==> src/rtl/polling_ctrl.sv <==
// polling_ctrl: LTSSM Polling sub-state sequencer.
// Drives the ordered-set transmitter (TS1, TS2 or the compliance pattern),
// qualifies received TS1/TS2 per detected lane, and reports either
// completion (go to CONFIGURATION) or timeout (go to DETECT).
module polling_ctrl #(
  parameter int NUM_LANES      = 1,
  parameter int TIMEOUT_CYCLES = 24000,
  parameter int TS1_MIN_TX     = 1024,
  parameter int RX_TS_REQ      = 8,
  parameter int TS2_TX_AFTER   = 16
) (
  input  logic                 clk_i,
  input  logic                 rst_i,
  input  logic                 enter_i,
  input  logic [NUM_LANES-1:0] lane_detected_i,
  input  logic [NUM_LANES-1:0] rx_ts1_i,
  input  logic [NUM_LANES-1:0] rx_ts2_i,
  input  logic                 rx_compliance_i,
  input  logic                 os_tx_ready_i,
  output logic                 os_tx_valid_o,
  output logic [1:0]           os_tx_type_o,
  output logic [NUM_LANES-1:0] os_tx_lane_en_o,
  output logic                 done_o,
  output logic                 timeout_o,
  output logic [1:0]           state_o
);

  localparam logic [1:0] ST_IDLE       = 2'd0;
  localparam logic [1:0] ST_ACTIVE     = 2'd1;
  localparam logic [1:0] ST_CONFIG     = 2'd2;
  localparam logic [1:0] ST_COMPLIANCE = 2'd3;

  localparam logic [1:0] OS_TS1   = 2'd0;
  localparam logic [1:0] OS_TS2   = 2'd1;
  localparam logic [1:0] OS_COMPL = 2'd2;

  localparam int TX_MAX = (TS1_MIN_TX > TS2_TX_AFTER) ? TS1_MIN_TX : TS2_TX_AFTER;
  localparam int TXW    = $clog2(TX_MAX + 1);
  localparam int RXW    = $clog2(RX_TS_REQ + 1);
  localparam int TMW    = $clog2(2 * TIMEOUT_CYCLES);

  localparam logic [TXW-1:0] TX_TS1_LIM    = TXW'(TS1_MIN_TX);
  localparam logic [TXW-1:0] TX_TS2_LIM    = TXW'(TS2_TX_AFTER);
  localparam logic [RXW-1:0] RX_LIM        = RXW'(RX_TS_REQ);
  localparam logic [TMW-1:0] TM_ACTIVE_END = TMW'(TIMEOUT_CYCLES - 1);
  localparam logic [TMW-1:0] TM_CONFIG_END = TMW'(2 * TIMEOUT_CYCLES - 1);

  logic [1:0]           state_q;
  logic [1:0]           state_d;
  logic [NUM_LANES-1:0] mask_q;
  logic [TXW-1:0]       tx_cnt_q;
  logic [RXW-1:0]       rx_cnt_q [NUM_LANES];
  logic                 rx2_seen_q;
  logic [TMW-1:0]       timer_q;
  logic                 timer_hit_q;

  logic [NUM_LANES-1:0] rx_full;
  logic [NUM_LANES-1:0] ts1_m;
  logic [NUM_LANES-1:0] ts2_m;
  logic                 all_full;
  logic                 any_full;
  logic                 tx_hs;
  logic                 latch_mask;
  logic                 restart;
  logic                 go_done;
  logic                 go_timeout;
  logic                 leave;

  assign state_o         = state_q;
  assign os_tx_lane_en_o = mask_q;

  // Unmasked lanes never count and never block an "all lanes" test.
  assign ts1_m      = rx_ts1_i & mask_q;
  assign ts2_m      = rx_ts2_i & mask_q;
  assign all_full   = &(rx_full | ~mask_q);
  assign any_full   = |(rx_full & mask_q);
  assign tx_hs      = os_tx_valid_o & os_tx_ready_i;
  assign latch_mask = enter_i & (|lane_detected_i);
  assign leave      = (state_d != state_q) | restart;

  // Per-lane flag: this lane has seen the required run of qualifying sets.
  always_comb begin
    rx_full = '0;
    for (int i = 0; i < NUM_LANES; i++) begin
      rx_full[i] = (rx_cnt_q[i] == RX_LIM);
    end
  end

  // Exit decisions; re-entry beats everything, then the per-state checks.
  always_comb begin
    state_d    = state_q;
    restart    = 1'b0;
    go_done    = 1'b0;
    go_timeout = 1'b0;
    if (enter_i) begin
      if (|lane_detected_i) begin
        state_d = ST_ACTIVE;
        restart = 1'b1;
      end else begin
        state_d    = ST_IDLE;
        go_timeout = 1'b1;
      end
    end else begin
      case (state_q)
        ST_ACTIVE: begin
          if (rx_compliance_i) begin
            state_d = ST_COMPLIANCE;
          end else if ((tx_cnt_q == TX_TS1_LIM) && all_full) begin
            state_d = ST_CONFIG;
          end else if (timer_hit_q) begin
            if ((tx_cnt_q == TX_TS1_LIM) && any_full) begin
              state_d = ST_CONFIG;
            end else begin
              state_d    = ST_IDLE;
              go_timeout = 1'b1;
            end
          end
        end
        ST_CONFIG: begin
          if (all_full && (tx_cnt_q == TX_TS2_LIM)) begin
            state_d = ST_IDLE;
            go_done = 1'b1;
          end else if (timer_hit_q) begin
            state_d    = ST_IDLE;
            go_timeout = 1'b1;
          end
        end
        ST_COMPLIANCE: begin
          if (|ts1_m) begin
            state_d = ST_ACTIVE;
            restart = 1'b1;
          end
        end
        default: ;
      endcase
    end
  end

  // State, counters, timer and registered output decodes.
  always_ff @(posedge clk_i) begin
    if (rst_i) begin
      state_q       <= ST_IDLE;
      mask_q        <= '0;
      tx_cnt_q      <= '0;
      rx2_seen_q    <= 1'b0;
      timer_q       <= '0;
      timer_hit_q   <= 1'b0;
      os_tx_valid_o <= 1'b0;
      os_tx_type_o  <= OS_TS1;
      done_o        <= 1'b0;
      timeout_o     <= 1'b0;
      for (int i = 0; i < NUM_LANES; i++) begin
        rx_cnt_q[i] <= '0;
      end
    end else begin
      state_q       <= state_d;
      done_o        <= go_done;
      timeout_o     <= go_timeout;
      os_tx_valid_o <= (state_d != ST_IDLE);
      case (state_d)
        ST_CONFIG:     os_tx_type_o <= OS_TS2;
        ST_COMPLIANCE: os_tx_type_o <= OS_COMPL;
        default:       os_tx_type_o <= OS_TS1;
      endcase
      if (latch_mask) begin
        mask_q <= lane_detected_i;
      end
      if (leave) begin
        tx_cnt_q    <= '0;
        rx2_seen_q  <= 1'b0;
        timer_q     <= '0;
        timer_hit_q <= 1'b0;
        for (int i = 0; i < NUM_LANES; i++) begin
          rx_cnt_q[i] <= '0;
        end
      end else begin
        if ((state_q == ST_ACTIVE) || (state_q == ST_CONFIG)) begin
          timer_q <= timer_q + 1'b1;
        end
        // Expiry is registered so the exit decision sees a stable flag.
        timer_hit_q <= ((state_q == ST_ACTIVE) && (timer_q == TM_ACTIVE_END)) ||
                       ((state_q == ST_CONFIG) && (timer_q == TM_CONFIG_END));
        case (state_q)
          ST_ACTIVE: begin
            if (tx_hs && (tx_cnt_q != TX_TS1_LIM)) begin
              tx_cnt_q <= tx_cnt_q + 1'b1;
            end
            for (int i = 0; i < NUM_LANES; i++) begin
              if ((ts1_m[i] | ts2_m[i]) && !rx_full[i]) begin
                rx_cnt_q[i] <= rx_cnt_q[i] + 1'b1;
              end
            end
          end
          ST_CONFIG: begin
            if (|ts2_m) begin
              rx2_seen_q <= 1'b1;
            end
            if (tx_hs && (rx2_seen_q || (|ts2_m)) && (tx_cnt_q != TX_TS2_LIM)) begin
              tx_cnt_q <= tx_cnt_q + 1'b1;
            end
            for (int i = 0; i < NUM_LANES; i++) begin
              if (ts2_m[i]) begin
                if (!rx_full[i]) begin
                  rx_cnt_q[i] <= rx_cnt_q[i] + 1'b1;
                end
              end else if (ts1_m[i]) begin
                rx_cnt_q[i] <= '0;
              end
            end
          end
          default: ;
        endcase
      end
    end
  end

endmodule

==> config.mk <==
export PLATFORM = sky130hd
export DESIGN_NAME = polling_ctrl
export DESIGN_NICKNAME = d
export VERILOG_FILES = /design/src/rtl/polling_ctrl.sv
export SDC_FILE = /design/constraint.sdc
export NUM_CORES = 1
export LEC_CHECK = 0
export ABC_AREA = 1
export CORE_ASPECT_RATIO = 1.5
export CORE_MARGIN = 2
export CORE_UTILIZATION = 36
export CTS_BUF_LIST = sky130_fd_sc_hd__clkbuf_4
export DETAILED_ROUTE_END_ITERATION = 10
export REMOVE_ABC_BUFFERS = 1
export SYNTH_ARGS = -nofsm -noshare
export SYNTH_HDL_FRONTEND = slang
export SYNTH_SLANG_ARGS = --single-unit
==> constraint.sdc <==
create_clock -name clk_i -period 2.55 [get_ports clk_i]
set_input_delay 0.765 -clock clk_i [delete_from_list [all_inputs] [get_ports clk_i]]
set_output_delay 0.765 -clock clk_i [all_outputs]
set_load 0.02 [all_outputs]
### Word level (Yosys, flattened, before mapping)

Memories as Yosys holds them, arrays and structs flattened.
Index checks and enable logic that the tools add are counted.

* multipliers: 0
* magnitude comparators: 0
* bitwise logic cells: 10
* mux-type cells: 57
* shifts and indexed selects: 0
* reduce and logical (&&, ||, !) cells: 23
* equality and inequality tests: 15
* div/mod/pow operators: 0
* add/sub/neg operators: 3

Operator list (number)
* 1-bit 2-to-1 mux: 39
* 11-bit 2-to-1 mux: 2
* 11-bit case mux with 2 select lines: 1
* 16-bit by 1-bit adder with 16-bit output, second input constant: 1
* 16-bit by 15-bit equality test with 1-bit output, second input constant: 1
* 16-bit equality test, second input constant: 1
* 2-bit 2-to-1 mux: 8
* 4-bit 2-to-1 mux: 4
* 4-bit OR reduction: 4
* 11-bit by 1-bit adder with 11-bit output, second input constant: 1
* 11-bit equality test, second input constant: 1
* 11-bit by 5-bit equality test with 1-bit output, second input constant: 1
* 11-bit != test, second input constant: 1
* 11-bit by 5-bit != test with 1-bit output, second input constant: 1
* 1-bit logical AND: 9
* 2-bit equality test, second input constant: 4
* 2-bit case mux with 3 select lines: 1
* 1-bit AND: 5
* 4-bit by 1-bit adder with 4-bit output, second input constant: 1
* 4-bit equality test, second input constant: 1
* 2-bit by 1-bit != test with 1-bit output, second input constant: 2
* 2-bit case mux with 2 select lines: 1
* 2-bit nonzero test: 2
* 1-bit logical OR: 3
* 10 further kinds: 13

* bits of input ports: 8
* bits in registers: 37
* latch bits: 0
* output and inout port bits: 8
* bits in writable memories: 4
* bits in read-only memories: 0
* memories kept: 1

Memories
* rx_cnt_q: depth 1, bits a word 4, read ports 1, clocked after Yosys merged registers in 0, write ports 1, line 52 `logic [RXW-1:0] rx_cnt_q [NUM_LANES];`

### Logic depth before layout (Yosys ltp)

Gate-level depths: netlist (run 1).
An unclocked memory read counts as a cell.

* depth in word-level cells: 20
* depth in mapped cells: 18
* gate-level depth less buffers: 16

### Least setup slack after synthesis (run 1)

Ideal clock, no wire load.

* kind: reg2reg
* start point: register state_q[1], in the netlist state_o[1]
* end point: register timer_q[14]
* data required time: 2.430 ns
* clock period less this slack: 2.343 ns
* stages on the path, launching flop included: 11
* path buffers: 1
* arrival time: 2.224 ns
* setup time: 0.120 ns
* slack: 0.207 ns
* cell sequence: dfxtp_1 > inv_1 > ha_1 > clkbuf_1 > nand2_1 > nor3b_1 > nand2_1 > nor3_1 > nand2_1 > xor2_1 > nor2_4

* longest elaborated chain between the ends: 8
* elaborated cells between the ends (all ways): 17
* classes of those cells: 4 x eq/ne; 10 x mux; 1 x bitwise; 2 x reduce/logical

Ends and longest elaborated chain
* start: declaration: line 48 `logic [1:0] state_q;`
* start signal: assignment: line 156 `state_q <= state_d;`
* 2-bit 2-to-1 mux: line 110 `end else if (timer_hit_q) begin`
* 2-bit 2-to-1 mux: line 108 `end else if ((tx_cnt_q == TX_TS1_LIM) && all_full) begin`
* 2-bit 2-to-1 mux: line 106 `if (rx_compliance_i) begin`
* 2-bit case mux with 3 select lines: line 104 `case (state_q)`
* 2-bit 2-to-1 mux: line 95 `if (enter_i) begin`
* 2-bit != test: line 79 `assign leave = (state_d != state_q) | restart;`
* 1-bit OR: line 79
* 2-bit OR reduction (no source line)
* end signal: assignment: line 178 `timer_q <= timer_q + 1'b1;`
* end: declaration: line 54 `logic [TMW-1:0] timer_q;`

Parallel ways exist; a longest one is shown, timed or not.
A chain may end at the register's enable or synchronous reset.

### Worst setup path in the final report (run 1)

* start point: register state_q[1], in the netlist state_o[1]
* end point: output port state_o[1]

RTL lines
* end: declaration: line 25 `output logic [1:0] state_o`

No word-level cell between the ends.

==> results of run 1 <==
==> timing repair <==
item / in CTS / in global routing
gates resized for setup: 0 / 1
endpoints found under the setup margin: 0 / 1
buffers inserted: 0 / 0
==> layout by cell type (no fill, tap or decap), types with 2 or more instances in the layout <==
cell type        instances
or2_2                    2
buf_4                   10
nor3_2                   3
clkbuf_4                 5
edfxtp_1                 4
o21ai_0                  3
a21oi_1                 17
nor2_1                  32
bufinv_16                2
nand2_2                  4
nand2_1                 65
inv_1                   45
dfxtp_1                 37
xnor2_1                  7
nor4_1                   5
xor2_1                  11
ha_1                     9
nor3_1                   7
nand3_2                  6
nand3_1                 14
nor2_4                  12
nand4_1                  8
clkdlybuf4s50_1         15
==> per-stage QoR <==
stage	utilization (%)	power, W	cells	instance area (um2)	setup slack (ns)
2_1_floorplan	-	0.0007808	303	2300	0.1722
3_3_place_gp	41.28	0.0008441	405	2640	0.07826
3_5_place_dp	41.28	0.0008463	405	2640	0.04987
4_1_cts	42.88	0.001378	413	2743	0.2543
5_1_grt	42.96	0.001412	413	2748	0.06971
6_report	42.96	0.001361	413	2748	0.3411
==> flip-flops by register name, summed over array words and instances, names as in the netlist <==
name	flops
timeout_o	1
tx_cnt_q	11
state_o	2
os_tx_lane_en_o	1
rx_cnt_q	4
done_o	1
rx2_seen_q	1
timer_hit_q	1
timer_q	16
os_tx_type_o	2
os_tx_valid_o	1
==> final timing paths <==
check                                     from    endpoint  slack [ns]  cells after the start
worst max-delay path                state_o[1]  state_o[1]        0.34                      2
worst min-delay path                rx2_seen_q  rx2_seen_q        0.46                      2
worst max register to register  rx_cnt_q[0][0]  timer_q[1]        0.36                     16
worst min register to register      rx2_seen_q  rx2_seen_q        0.46                      2
==> layer usage <==
| layer | part of all wire [%] | global-route usage, % | vias to the layer above |
|---|---|---|---|
| met2 | 53 | 27.18 | 19 |
| met3 | 2.3 | 3.030 | 7 |
| li1 | - | - | 1028 |
| met4 | 2.0 | 5.473 | 0 |
| met1 | 43 | 14.85 | 904 |
| met5 | 0 | 0 | - |
==> power breakdown <==
part / internal (W) / total (W) / switching, W
logic: 0.0000623 / 0.000157 / 0.0000944
registers: 0.000663 / 0.000674 / 0.0000108
clock network: 0.000304 / 0.000530 / 0.000226
==> final cells by class <==
cell class / count / area, um2
Clock inverter: 3 / 65.06
Timing Repair Buffer: 26 / 245.2
Clock buffer: 5 / 37.54
Tap cell: 76 / 95.09
Sequential cell: 41 / 860.8
Inverter: 46 / 172.7
Multi-Input combinational cell: 216 / 1271
Fill cell: 661 / 3649
==> cells by family after synthesis <==
group	after synthesis	synth area share, %
AO/OA/AOI/OAI	26	6.300
XOR/XNOR	18	6.727
adder cells (fa/ha/maj)	9	4.805
buffers and inverters	51	9.236
flip-flops	41	36.73
AND/OR/NAND/NOR	163	36.20
==> worst reg2reg max path, delay by kind of cell, from the launching register on <==
family / cells / cell delay (ns)
and+or+nand+nor: 12 / 1.08
adders and majority gates: 1 / 0.15
DFF: 1 / 0.43
buffers and inverters: 2 / 0.32
AOI/OAI and AO/OA: 1 / 0.10
==> qor.csv, run 1 <==
metric;value;unit
outcome;completed;
insertion_delay;0.36;ns
place_hpwl;3600;um
antenna_found_initial;0;
async_reset_ff_share;0;%
slew_headroom;73.40;%
synth_top_cell_by_area;dfxtp_1;
rows;36;
synthFlopType;dfxtp_1;
overflow;0;
numCtsBuffers;5;
synth.avg_cell_area;7.609;um2
synth_top_area_share;31.61;%
cts_hold_buf;0;
synth_edf_count;4;
grt_pass1_wl;8121;um
fmax;452.7;MHz
synth_cell_types;34;
synth.yosys.seq_area_share;36.73;%
slew_viol_final;0;
finalCritPeriodShare;86.62;%
leakage;1.020;nW
min_path_type;reg -> reg;
skew;0.02266;ns
yosys_warnings;0;
ctsRootBufferMaster;clkbuf_4;
place_congestion;0.8136;
first_pass_iters;6;
final_hold_viol_count;0;
start_util;36.64;%
tns;0;ns
grt_util_all_layers;14.08;%
synth_area_leaders;dfxtp_1, nand2_1, inv_1;
rsz0062_at_grt;false;
grt_start_max_net_pins;30;
first_global_vias;1919;
syn_inst;308;
path_max_fanout;6;
path_buf_inv;2;
io_pins;16;
fp.dieW;69.88;um
power.density;495.2;mW/mm2
crit_type;reg -> out;
ys_seq_elements;41;
synth_most_common_cell;nand2_1;
crit_required;1.79;ns
wl_per_cell;11.33;um
num_vias;1958;
htree_levels;2;
synthTopCellsByCount;nand2_1, inv_1, dfxtp_1;
hold_ws;0.4629;ns
portBuffers;15;
max_stage_delay;0.60;ns
crit_family;buffers and inverters;
cp.arrival;1.44;ns
drive_above_1_share;15.13;%
period_needed;2.209;ns
wl;4678;um
slowest_stage;clkdlybuf4s50_1;
dieArea;0.007184;mm2
cts_tree;built;
fin_nets;353;
syn2layout_area_growth;17.25;%
core-area;0.006396;mm2
maxCapViolations;0;
n_antenna_cell;0;
avgViaCountPerCell;4.741;
irDropWorstVdd;0.1946;mV
synth_area;0.002343;mm2
cp-start-kind;flip-flop;
cts_buffer_depth;2;
end_kind;output pin;
clock-sinks;41;
drt_iter0_markers;72;
worstPathCellList;buf_4, clkdlybuf4s50_1;
setup_viol;0;
drc;0;
path_clk_slew;0.14;ns
ant_nets;0;
tightest_slew;0.3953;ns
die_h;102.8;um
Power figures use the tool's default switching activity.
==> run 2: changes to the inputs <==
Settings changed: SLEW_MARGIN set to 5.
==> results of run 2 <==
The final DEF is identical to that of run 1; final timing and power are the same.
==> run 3: changes to the inputs <==
Settings changed: TNS_END_PERCENT set to 20.
==> results of run 3 <==
The final DEF is identical to that of run 1; final timing and power are the same.
